File: config.mk
export PLATFORM = sky130hd
export DESIGN_NAME = bits_needed_tracker
export DESIGN_NICKNAME = d
export VERILOG_FILES = /design/src/rtl/bits_needed_tracker.sv
export SDC_FILE = /design/constraint.sdc
export NUM_CORES = 1
export LEC_CHECK = 0
export BUFFER_PORTS_ARGS = -buffer_cell sky130_fd_sc_hd__clkbuf_2
export CORE_AREA = 2 2 49 51
export CTS_CLUSTER_DIAMETER = 50
export DETAILED_ROUTE_END_ITERATION = 7
export DIE_AREA = 0 0 51 53
export PLACE_DENSITY = 0.74
export SLEW_MARGIN = 20
export SYNTH_ARGS = -nofsm -noshare
export SYNTH_HDL_FRONTEND = slang
export SYNTH_SLANG_ARGS = --single-unit
File: constraint.sdc
create_clock -name clk -period 2.9 [get_ports clk]
set_clock_uncertainty 0.2 [all_clocks]
set_input_delay 0.435 -clock clk [delete_from_list [all_inputs] [get_ports clk]]
set_output_delay 0.435 -clock clk [all_outputs]
set_load 0.01 [all_outputs]
File: src/rtl/bits_needed_tracker.sv
// Tracks the arithmetic decoder's signed bits-needed count, runs the initial
// bitstream load, and fetches bitstream bytes whenever decode operations exhaust it.
module bits_needed_tracker #(
  parameter int MAX_SHIFT     = 16,
  parameter int SHIFT_WIDTH   = 5,
  parameter int BN_WIDTH      = 6,
  parameter int INIT_BYTES    = 2,
  parameter int REG_MAX_SHIFT = 7
) (
  input  logic                       clk,
  input  logic                       rst,
  input  logic                       start,
  input  logic                       op_valid,
  output logic                       op_ready,
  input  logic                       op_bypass,
  input  logic                       op_renorm,
  input  logic [SHIFT_WIDTH-1:0]     op_shift,
  input  logic                       byte_valid,
  output logic                       byte_ready,
  input  logic [7:0]                 byte_data,
  output logic                       load_valid,
  output logic                       load_init,
  output logic [7:0]                 load_byte,
  output logic [SHIFT_WIDTH-1:0]     load_shift,
  output logic signed [BN_WIDTH-1:0] bits_needed,
  output logic                       busy,
  output logic                       err_shift,
  output logic [1:0]                 dbg_state
);

  // Handshakes: a transfer happens on a cycle where valid and ready are both
  // high at the clock edge; ready never waits on valid, and start withdraws
  // every ready so nothing is transferred in the cycle that restarts the slice.

  typedef enum logic [1:0] {ST_IDLE, ST_INIT, ST_ACTIVE, ST_FETCH} state_t;

  localparam int IDX_W = (INIT_BYTES > 1) ? $clog2(INIT_BYTES) : 1;
  localparam logic [IDX_W-1:0]       IDX_LAST  = IDX_W'(INIT_BYTES - 1);
  localparam logic [SHIFT_WIDTH-1:0] MAX_S     = SHIFT_WIDTH'(MAX_SHIFT);
  localparam logic [SHIFT_WIDTH-1:0] REG_MAX_S = SHIFT_WIDTH'(REG_MAX_SHIFT);
  localparam logic [BN_WIDTH-1:0]    BN_RESET  = BN_WIDTH'(-8);

  state_t                   state_q, state_d;
  logic [BN_WIDTH-1:0]      bn_q, bn_d;
  logic [IDX_W-1:0]         idx_q, idx_d;
  logic                     err_q, err_d;
  logic [SHIFT_WIDTH-1:0]   eff_shift;
  logic                     shift_illegal;
  logic [BN_WIDTH:0]        sum;
  logic [BN_WIDTH-1:0]      bn_minus8;
  logic [SHIFT_WIDTH-1:0]   init_shift;
  logic                     op_fire, byte_fire;

  // Oversized shifts are clamped so the count stays within its legal range.
  always_comb begin
    eff_shift     = '0;
    shift_illegal = 1'b0;
    if (op_bypass) begin
      if (op_shift > MAX_S) begin
        eff_shift     = MAX_S;
        shift_illegal = 1'b1;
      end else begin
        eff_shift = op_shift;
      end
    end else if (op_renorm) begin
      if (op_shift > REG_MAX_S) begin
        eff_shift     = REG_MAX_S;
        shift_illegal = 1'b1;
      end else begin
        eff_shift = op_shift;
      end
    end
  end

  assign sum        = {bn_q[BN_WIDTH-1], bn_q} + {{(BN_WIDTH+1-SHIFT_WIDTH){1'b0}}, eff_shift};
  assign bn_minus8  = bn_q - BN_WIDTH'(8);
  assign init_shift = SHIFT_WIDTH'(8 * (INIT_BYTES - 1 - int'(idx_q)));

  assign op_ready   = (state_q == ST_ACTIVE) && !start;
  assign byte_ready = ((state_q == ST_INIT) || (state_q == ST_FETCH)) && !start;
  assign op_fire    = op_ready && op_valid;
  assign byte_fire  = byte_ready && byte_valid;

  always_comb begin
    load_valid = byte_fire;
    load_init  = 1'b0;
    load_byte  = 8'h00;
    load_shift = '0;
    if (byte_fire) begin
      load_byte = byte_data;
      if (state_q == ST_INIT) begin
        load_init  = 1'b1;
        load_shift = init_shift;
      end else begin
        load_shift = bn_q[SHIFT_WIDTH-1:0];
      end
    end
  end

  always_comb begin
    state_d = state_q;
    bn_d    = bn_q;
    idx_d   = idx_q;
    err_d   = err_q;
    case (state_q)
      ST_INIT: begin
        if (byte_fire) begin
          idx_d = idx_q + IDX_W'(1);
          if (idx_q == IDX_LAST) begin
            idx_d   = '0;
            state_d = ST_ACTIVE;
          end
        end
      end
      ST_ACTIVE: begin
        if (op_fire) begin
          bn_d  = sum[BN_WIDTH-1:0];
          err_d = err_q | shift_illegal;
          if (!sum[BN_WIDTH]) state_d = ST_FETCH;
        end
      end
      ST_FETCH: begin
        if (byte_fire) begin
          bn_d = bn_minus8;
          if (bn_minus8[BN_WIDTH-1]) state_d = ST_ACTIVE;
        end
      end
      default: ;
    endcase
    // A new slice discards whatever was in flight, including the sticky error.
    if (start) begin
      state_d = ST_INIT;
      idx_d   = '0;
      bn_d    = BN_RESET;
      err_d   = 1'b0;
    end
  end

  always_ff @(posedge clk) begin
    if (rst) begin
      state_q <= ST_IDLE;
      bn_q    <= BN_RESET;
      idx_q   <= '0;
      err_q   <= 1'b0;
    end else begin
      state_q <= state_d;
      bn_q    <= bn_d;
      idx_q   <= idx_d;
      err_q   <= err_d;
    end
  end

  assign bits_needed = bn_q;
  assign busy        = (state_q == ST_INIT) || (state_q == ST_FETCH);
  assign err_shift   = err_q;
  assign dbg_state   = state_q;

endmodule

==> results of run 1 <==
flip-flops by register name, summed over array words and instances (netlist names):
| name | flops |
|---|---|
| err_shift | 1 |
| bits_needed | 6 |
| dbg_state | 2 |
| idx_q | 1 |
cell type report:
cell class / count / area (um^2) / share of cell area
well taps: 28 / 35.0 / 0.0300
inverters: 6 / 22.5 / 0.0193
flip-flops and latches: 10 / 200 / 0.171
repair buffers: 47 / 238 / 0.204
clock buffers: 4 / 36.3 / 0.0311
multi-input cells: 97 / 636 / 0.544
stage by stage:
| stage | power [mW] | area (um^2) | setup WS (ns) | instances | hold slack [ns] |
|---|---|---|---|---|---|
| final | 0.341 | 1170 | 0.640 | 192 | 0.201 |
| after global routing | 0.362 | 1170 | 0.556 | 192 | 0.207 |
| after floorplan | 0.187 | 888 | 0.658 | 119 | 0.301 |
| after CTS | 0.347 | 1170 | 0.677 | 192 | 0.192 |
| after detailed placement | 0.214 | 1130 | 0.387 | 188 | 0.273 |
| after global placement | 0.212 | 1130 | 0.437 | 188 | 0.266 |
worst paths after layout:
path / start / to / depth (start not counted)
min: rst / dbg_state[0]$_SDFFE_PP0P_ / 2
max reg2reg: bits_needed[0]$_SDFFE_PP0P_ / bits_needed[4]$_SDFFE_PP1P_ / 6
min reg2reg: err_shift$_SDFFE_PP0P_ / err_shift$_SDFFE_PP0P_ / 1
max: op_bypass / bits_needed[3]$_SDFFE_PP1P_ / 9
kinds of logic after synthesis:
| family | Yosys count | share of synthesized area |
|---|---|---|
| xor+xnor | 5 | 0.0493 |
| fa+ha+maj | 7 | 0.107 |
| simple gates | 54 | 0.317 |
| compound gates | 31 | 0.242 |
| flops | 10 | 0.225 |
| buf+inv | 12 | 0.0592 |
worst max-delay path, stage by stage:
cell and delay (ns):
clkbuf_2 0.12, and2_1 0.18, nor2_1 0.17, o21a_1 0.21
ha_1 0.25, a211oi_1 0.37, nor2_1 0.11, xnor2_1 0.15
o31ai_1 0.24
routing by layer:
metal | wire length, um | track usage | vias up
met2 | 1130 | 0.314 | 29
li1 | - | - | 505
met4 | 0 | 0.0270 | 0
met1 | 986 | 0.211 | 436
met3 | 152 | 0.0621 | 0
met5 | 0 | 0 | -
power groups by stage:
| stage | combinational [mW] | clock, mW | sequential, mW |
|---|---|---|---|
| detailed placement | 0.0689 | 0 | 0.145 |
| global placement | 0.0672 | 0 | 0.145 |
| floorplan | 0.0436 | 0 | 0.143 |
| CTS | 0.0692 | 0.136 | 0.142 |
| finish | 0.0690 | 0.131 | 0.142 |
| global route | 0.0768 | 0.143 | 0.142 |
layout by cell type, fill, tap and decap left out, types with 2 or more instances in the layout:
cell	n
a211oi_1	4
a21oi_1	7
and2_1	13
clkbuf_2	46
clkbuf_4	3
dfxtp_1	10
ha_1	6
inv_1	6
nand2_1	7
nand2b_1	2
nand3_1	2
nor2_1	16
nor2b_1	3
nor3_1	3
nor3b_1	2
nor4_1	2
o21a_1	3
o21ai_0	4
o21bai_1	2
o31a_1	2
o31ai_1	2
xnor2_1	4
==> impl_metrics.yaml, run 1 <==
power_and_ir_drop:
  powerDensity_mw_per_mm2: 293
  swShare: 0.276
  peakVddDrop_mv: 0.251
  comb_power_share: 0.202
  leakage_nw: 0.593
  pwr-share-clk: 0.383
  p_sw_mw: 0.0944
  seqPwrFrac: 0.415
  internal-power_mw: 0.247
grt:
  antenna_found_initial: 0
  overflow: 0
  grt_usage: 0.178
  grt_pass1_vias: 858
  grt_first_pass_wirelength_mm: 3.62
  grt_max_degree: 17
synth:
  synth_edf_count: 0
  synth_cell_types: 36
  synthTopCellsByCount: "16 x nor2_1, 13 x and2_1, 10 x dfxtp_1"
  async_reset_ff_frac: 0
  syn_nets: 146
  synthCells: 119
  syn_area_um2: 888
  synth.avg_cell_area_um2: 7.47
  yosys_warnings: 0
  synth_most_common_cell: "nor2_1"
  synthFlopType: "dfxtp_1"
  synthTopCellsByArea: "dfxtp_1 23%, and2_1 9.2%, ha_1 8.5%"
  yosysTopAreaCellShare: 0.225
  synth_top_area_cell: "dfxtp_1"
  ys_ff_latch: 10
  ys_seq_area_frac: 0.225
routing:
  routed_wl_mm: 2.27
  drt_pass1_iterations: 4
  routedWlPerCell_um: 11.8
  first_iter_violations: 37
  drc: 0
  dr_total_vias: 970
  via_per_inst: 5.05
  antenna_left: 0
sta:
  period_minus_slack_ns: 2.26
  hold_violations: 0
  slew_viol_final: 0
  rsz0062_at_grt: "no"
  tightest_slew_ns: 0.457
  finalSetupViolations: 0
  fin_setup_tns_ns: 0
  finalCritPeriodShare: 0.779
  slew_headroom: 0.694
  fmax_mhz: 443
setup_path:
  cp.arrival_ns: 2.24
  rrSetupSlack_ns: 0.94
  worstPathMaxFanout: 7
  cp-start-kind: "input pin"
  crit_required_ns: 2.88
  crit_type: "input pin to flop"
  endpoint_kind: "flop"
die:
  start_util: 0.414
  num_io_pins: 47
  die_width_um: 51
  die_area_mm2: 0.00270
  rows: 17
  coreArea_mm2: 0.00215
  fp.dieH_um: 53
place:
  portBuffers: 46
  dpl.hpwl_mm: 1.89
  place.gp.congestion: 0.825
layout:
  num-nets-final: 192
  area_growth_pct: 31.4
  fillCellCount: 208
  postLayoutCoreUtil: 0.543
  drive_gt1_frac: 0.317
  antennaDiodeCount: 0
job:
  drv_cap: 0
clock_network:
  cts_sinks: 10
  cts_buffer_depth: 2
  cts_setup_buffers: 0
  cts_root_buffer: "clkbuf_4"
  cts_resized: 0
  ctsHoldBuffers: 0
  clk_latency_ns: 0.27
  cts-buffers-inserted: 3
  h-tree-depth: 1
  clk_pin_slew_worst_paths_ns: 0.08
  tritoncts: "yes"
outcome:
  outcome: "finished, final reports clean"
hold_path:
  hold_class: "input pin to flop"
No activity file was read; power rests on OpenSTA's default activity.
==> run 2: changes to the inputs <==
- CORE_AREA: 2 2 49 51 -> 2 2 51 53
- DIE_AREA: 0 0 51 53 -> 0 0 53 55
- PLACE_DENSITY: 0.74 -> 0.72
- clock period: 2.9 -> 2 ns (I/O delays scaled with it)
==> run 2 against run 1 <==
Net effect:
- the run now ends with negative setup slack left
- clock power increased by 42%
- die area increased by 7.8%
- global-route usage decreased by 0.33 points
- sequential power increased by 45%
- non-clock buffer count increased by 11
- first-iteration DRC count decreased by 24%
- wire length increased by 21%
- worst setup slack got worse by 0.69 ns
- cell area increased by 14%
- total power increased by 54%
- register-to-register slack got worse by 0.83 ns
- count of clock-buffer cells in the layout unchanged
- critical path type unchanged
- critical endpoint is now dbg_state[0]$_SDFFE_PP0P_
- largest power group unchanged
==> impl_metrics.yaml, run 2 (same netlist as run 1, synthesis figures left out) <==
setup_path:
  crit_chain: "buf_6 -> nor2_4 -> nor2_2 -> o21a_1 -> ha_4 -> fa_2 -> a21o_1 -> a21oi_2 -> o211a_1 -> o32ai_2"
  rrSetupSlack_ns: 0.11
  cp-start-kind: "input pin"
  timing.rr.start: "bits_needed[0]$_SDFFE_PP0P_"
  crit_type: "input pin to flop"
  worstPathMaxFanout: 3
  cp_top_family: "compound AO/OA/AOI/OAI gates"
  path_buf_inv: 1
  endpoint_kind: "flop"
  worst_path_max_delay_cell: "fa_2"
  reg2reg_depth: 6
  crit_required_ns: 1.94
  r2r_end: "dbg_state[0]$_SDFFE_PP0P_"
  slowest_delay_ns: 0.34
  cp.arrival_ns: 2.00
clock_network:
  cts_root_buffer: "clkbuf_4"
  cts_sinks: 10
  cts_buffer_depth: 2
  clk_latency_ns: 0.27
  cts-buffers-inserted: 3
  h-tree-depth: 1
  clk_pin_slew_worst_paths_ns: 0.07
  tritoncts: "yes"
power_and_ir_drop:
  leakage_nw: 0.658
  powerDensity_mw_per_mm2: 395
  peakVddDrop_mv: 0.292
place:
  dp_cells: 199
  place.gp.congestion: 0.854
  place_area_mm2: 0.00121
  portBuffers: 46
  dpl.hpwl_mm: 2.02
die:
  fp.dieH_um: 55
  rows: 18
  die_area_mm2: 0.00292
  die_width_um: 53
  num_io_pins: 47
  start_util: 0.376
  coreArea_mm2: 0.00236
sta:
  slew_headroom: 0.665
  finalSetupViolations: 1
  period_minus_slack_ns: 2.05
  rsz0062_at_grt: "yes"
  slew_viol_final: 0
  setup_slack_ns: -0.0532
  tightest_slew_ns: 0.502
  fmax_mhz: 487
  finalCritPeriodShare: 1.03
  hold_violations: 0
  holdWs_ns: 0.0603
hold_path:
  hold_end: "dbg_state[0]$_SDFFE_PP0P_"
  min_from: "rst"
  hold_class: "input pin to flop"
  min_path_cells: 2
job:
  drv_cap: 0
layout:
  final_common_cell: "clkbuf_2"
  layout_common_cells: "43 x clkbuf_2, 12 x and2_1, 12 x nor2_1, 12 x buf_4, 9 x dfxtp_1"
  postLayoutCoreUtil: 0.563
  drive_gt1_frac: 0.429
  area_growth_pct: 50.0
  finalInstanceArea_mm2: 0.00133
  antennaDiodeCount: 0
  largest_reg_flops: 6
  num-nets-final: 203
  fillCellCount: 237
  layout.cells.non_filler: 205
routing:
  first_iter_violations: 28
  dr_total_vias: 1045
  routed_wl_mm: 2.76
  via_per_inst: 5.10
  routedWlPerCell_um: 13.4
  drc: 0
  drt_pass1_iterations: 4
  antenna_left: 0
outcome:
  outcome: "finished, violations left"
  violations: "negative setup slack"
grt:
  grt_usage: 0.175
  overflow: 0
  antenna_found_initial: 0
  grt_first_pass_wirelength_mm: 3.66
  grt_max_degree: 14
  grt_pass1_vias: 857
[run 2: changes by cell type in the layout (fill, tap and decap cells not counted), moves of 3 or more]
cell,before,now
nor2_4,0,3
nor2_1,16,12
buf_4,1,12
clkbuf_2,46,43
buf_6,0,3
[run 2: timing repair]
action | in CTS | in global routing
buffers inserted | 0 | 2
setup endpoints to repair | 14 | 4
hold buffers | 0 | 0
pin swaps | 0 | 11
resized for setup | 3 | 17
[run 2: cell type report]
type / instances / area (um^2) / area share
sequential: 10 / 201 / 0.151
multi-input combinational: 97 / 696 / 0.522
tap: 30 / 37.5 / 0.0282
inverter: 6 / 22.5 / 0.0169
timing repair buffer: 58 / 339 / 0.254
clock buffer: 4 / 36.3 / 0.0272
[run 2: how the worst max path moves through the flow]
| stage | cells after the start | to | startpoint | slack [ns] |
|---|---|---|---|---|
| floorplan | 9 | dbg_state[0]$_SDFFE_PP0P_ | op_shift[4] | 0.004 |
| global placement | 10 | dbg_state[0]$_SDFFE_PP0P_ | op_bypass | -0.22 |
| detailed placement | 10 | dbg_state[0]$_SDFFE_PP0P_ | op_bypass | -0.29 |
| CTS | 10 | bits_needed[4]$_SDFFE_PP1P_ | op_shift[4] | 0.009 |
| global route | 10 | dbg_state[0]$_SDFFE_PP0P_ | op_shift[3] | -0.08 |
| finish | 10 | dbg_state[0]$_SDFFE_PP0P_ | op_shift[3] | -0.05 |
[run 2: routing by layer]
metal,track usage,up-vias,routed length [um]
met5,0,-,0
met4,0.0684,0,41
met3,0.0323,4,138
met2,0.294,28,1440
met1,0.222,480,1140
li1,-,533,-
[run 2: power breakdown]
| group | internal, mW | switching [mW] | total [mW] |
|---|---|---|---|
| registers | 0.201 | 0.00470 | 0.206 |
| logic | 0.0675 | 0.0669 | 0.134 |
| clock network | 0.111 | 0.0757 | 0.186 |
[run 2: metrics by stage]
stage	setup slack [ns]	power, mW	TNS, ns
global route	-0.0803	0.553	-0.103
floorplan	0.00409	0.272	0
global placement	-0.217	0.321	-0.783
finish	-0.0532	0.527	-0.0532
CTS	0.00896	0.513	0
detailed placement	-0.290	0.324	-1.20
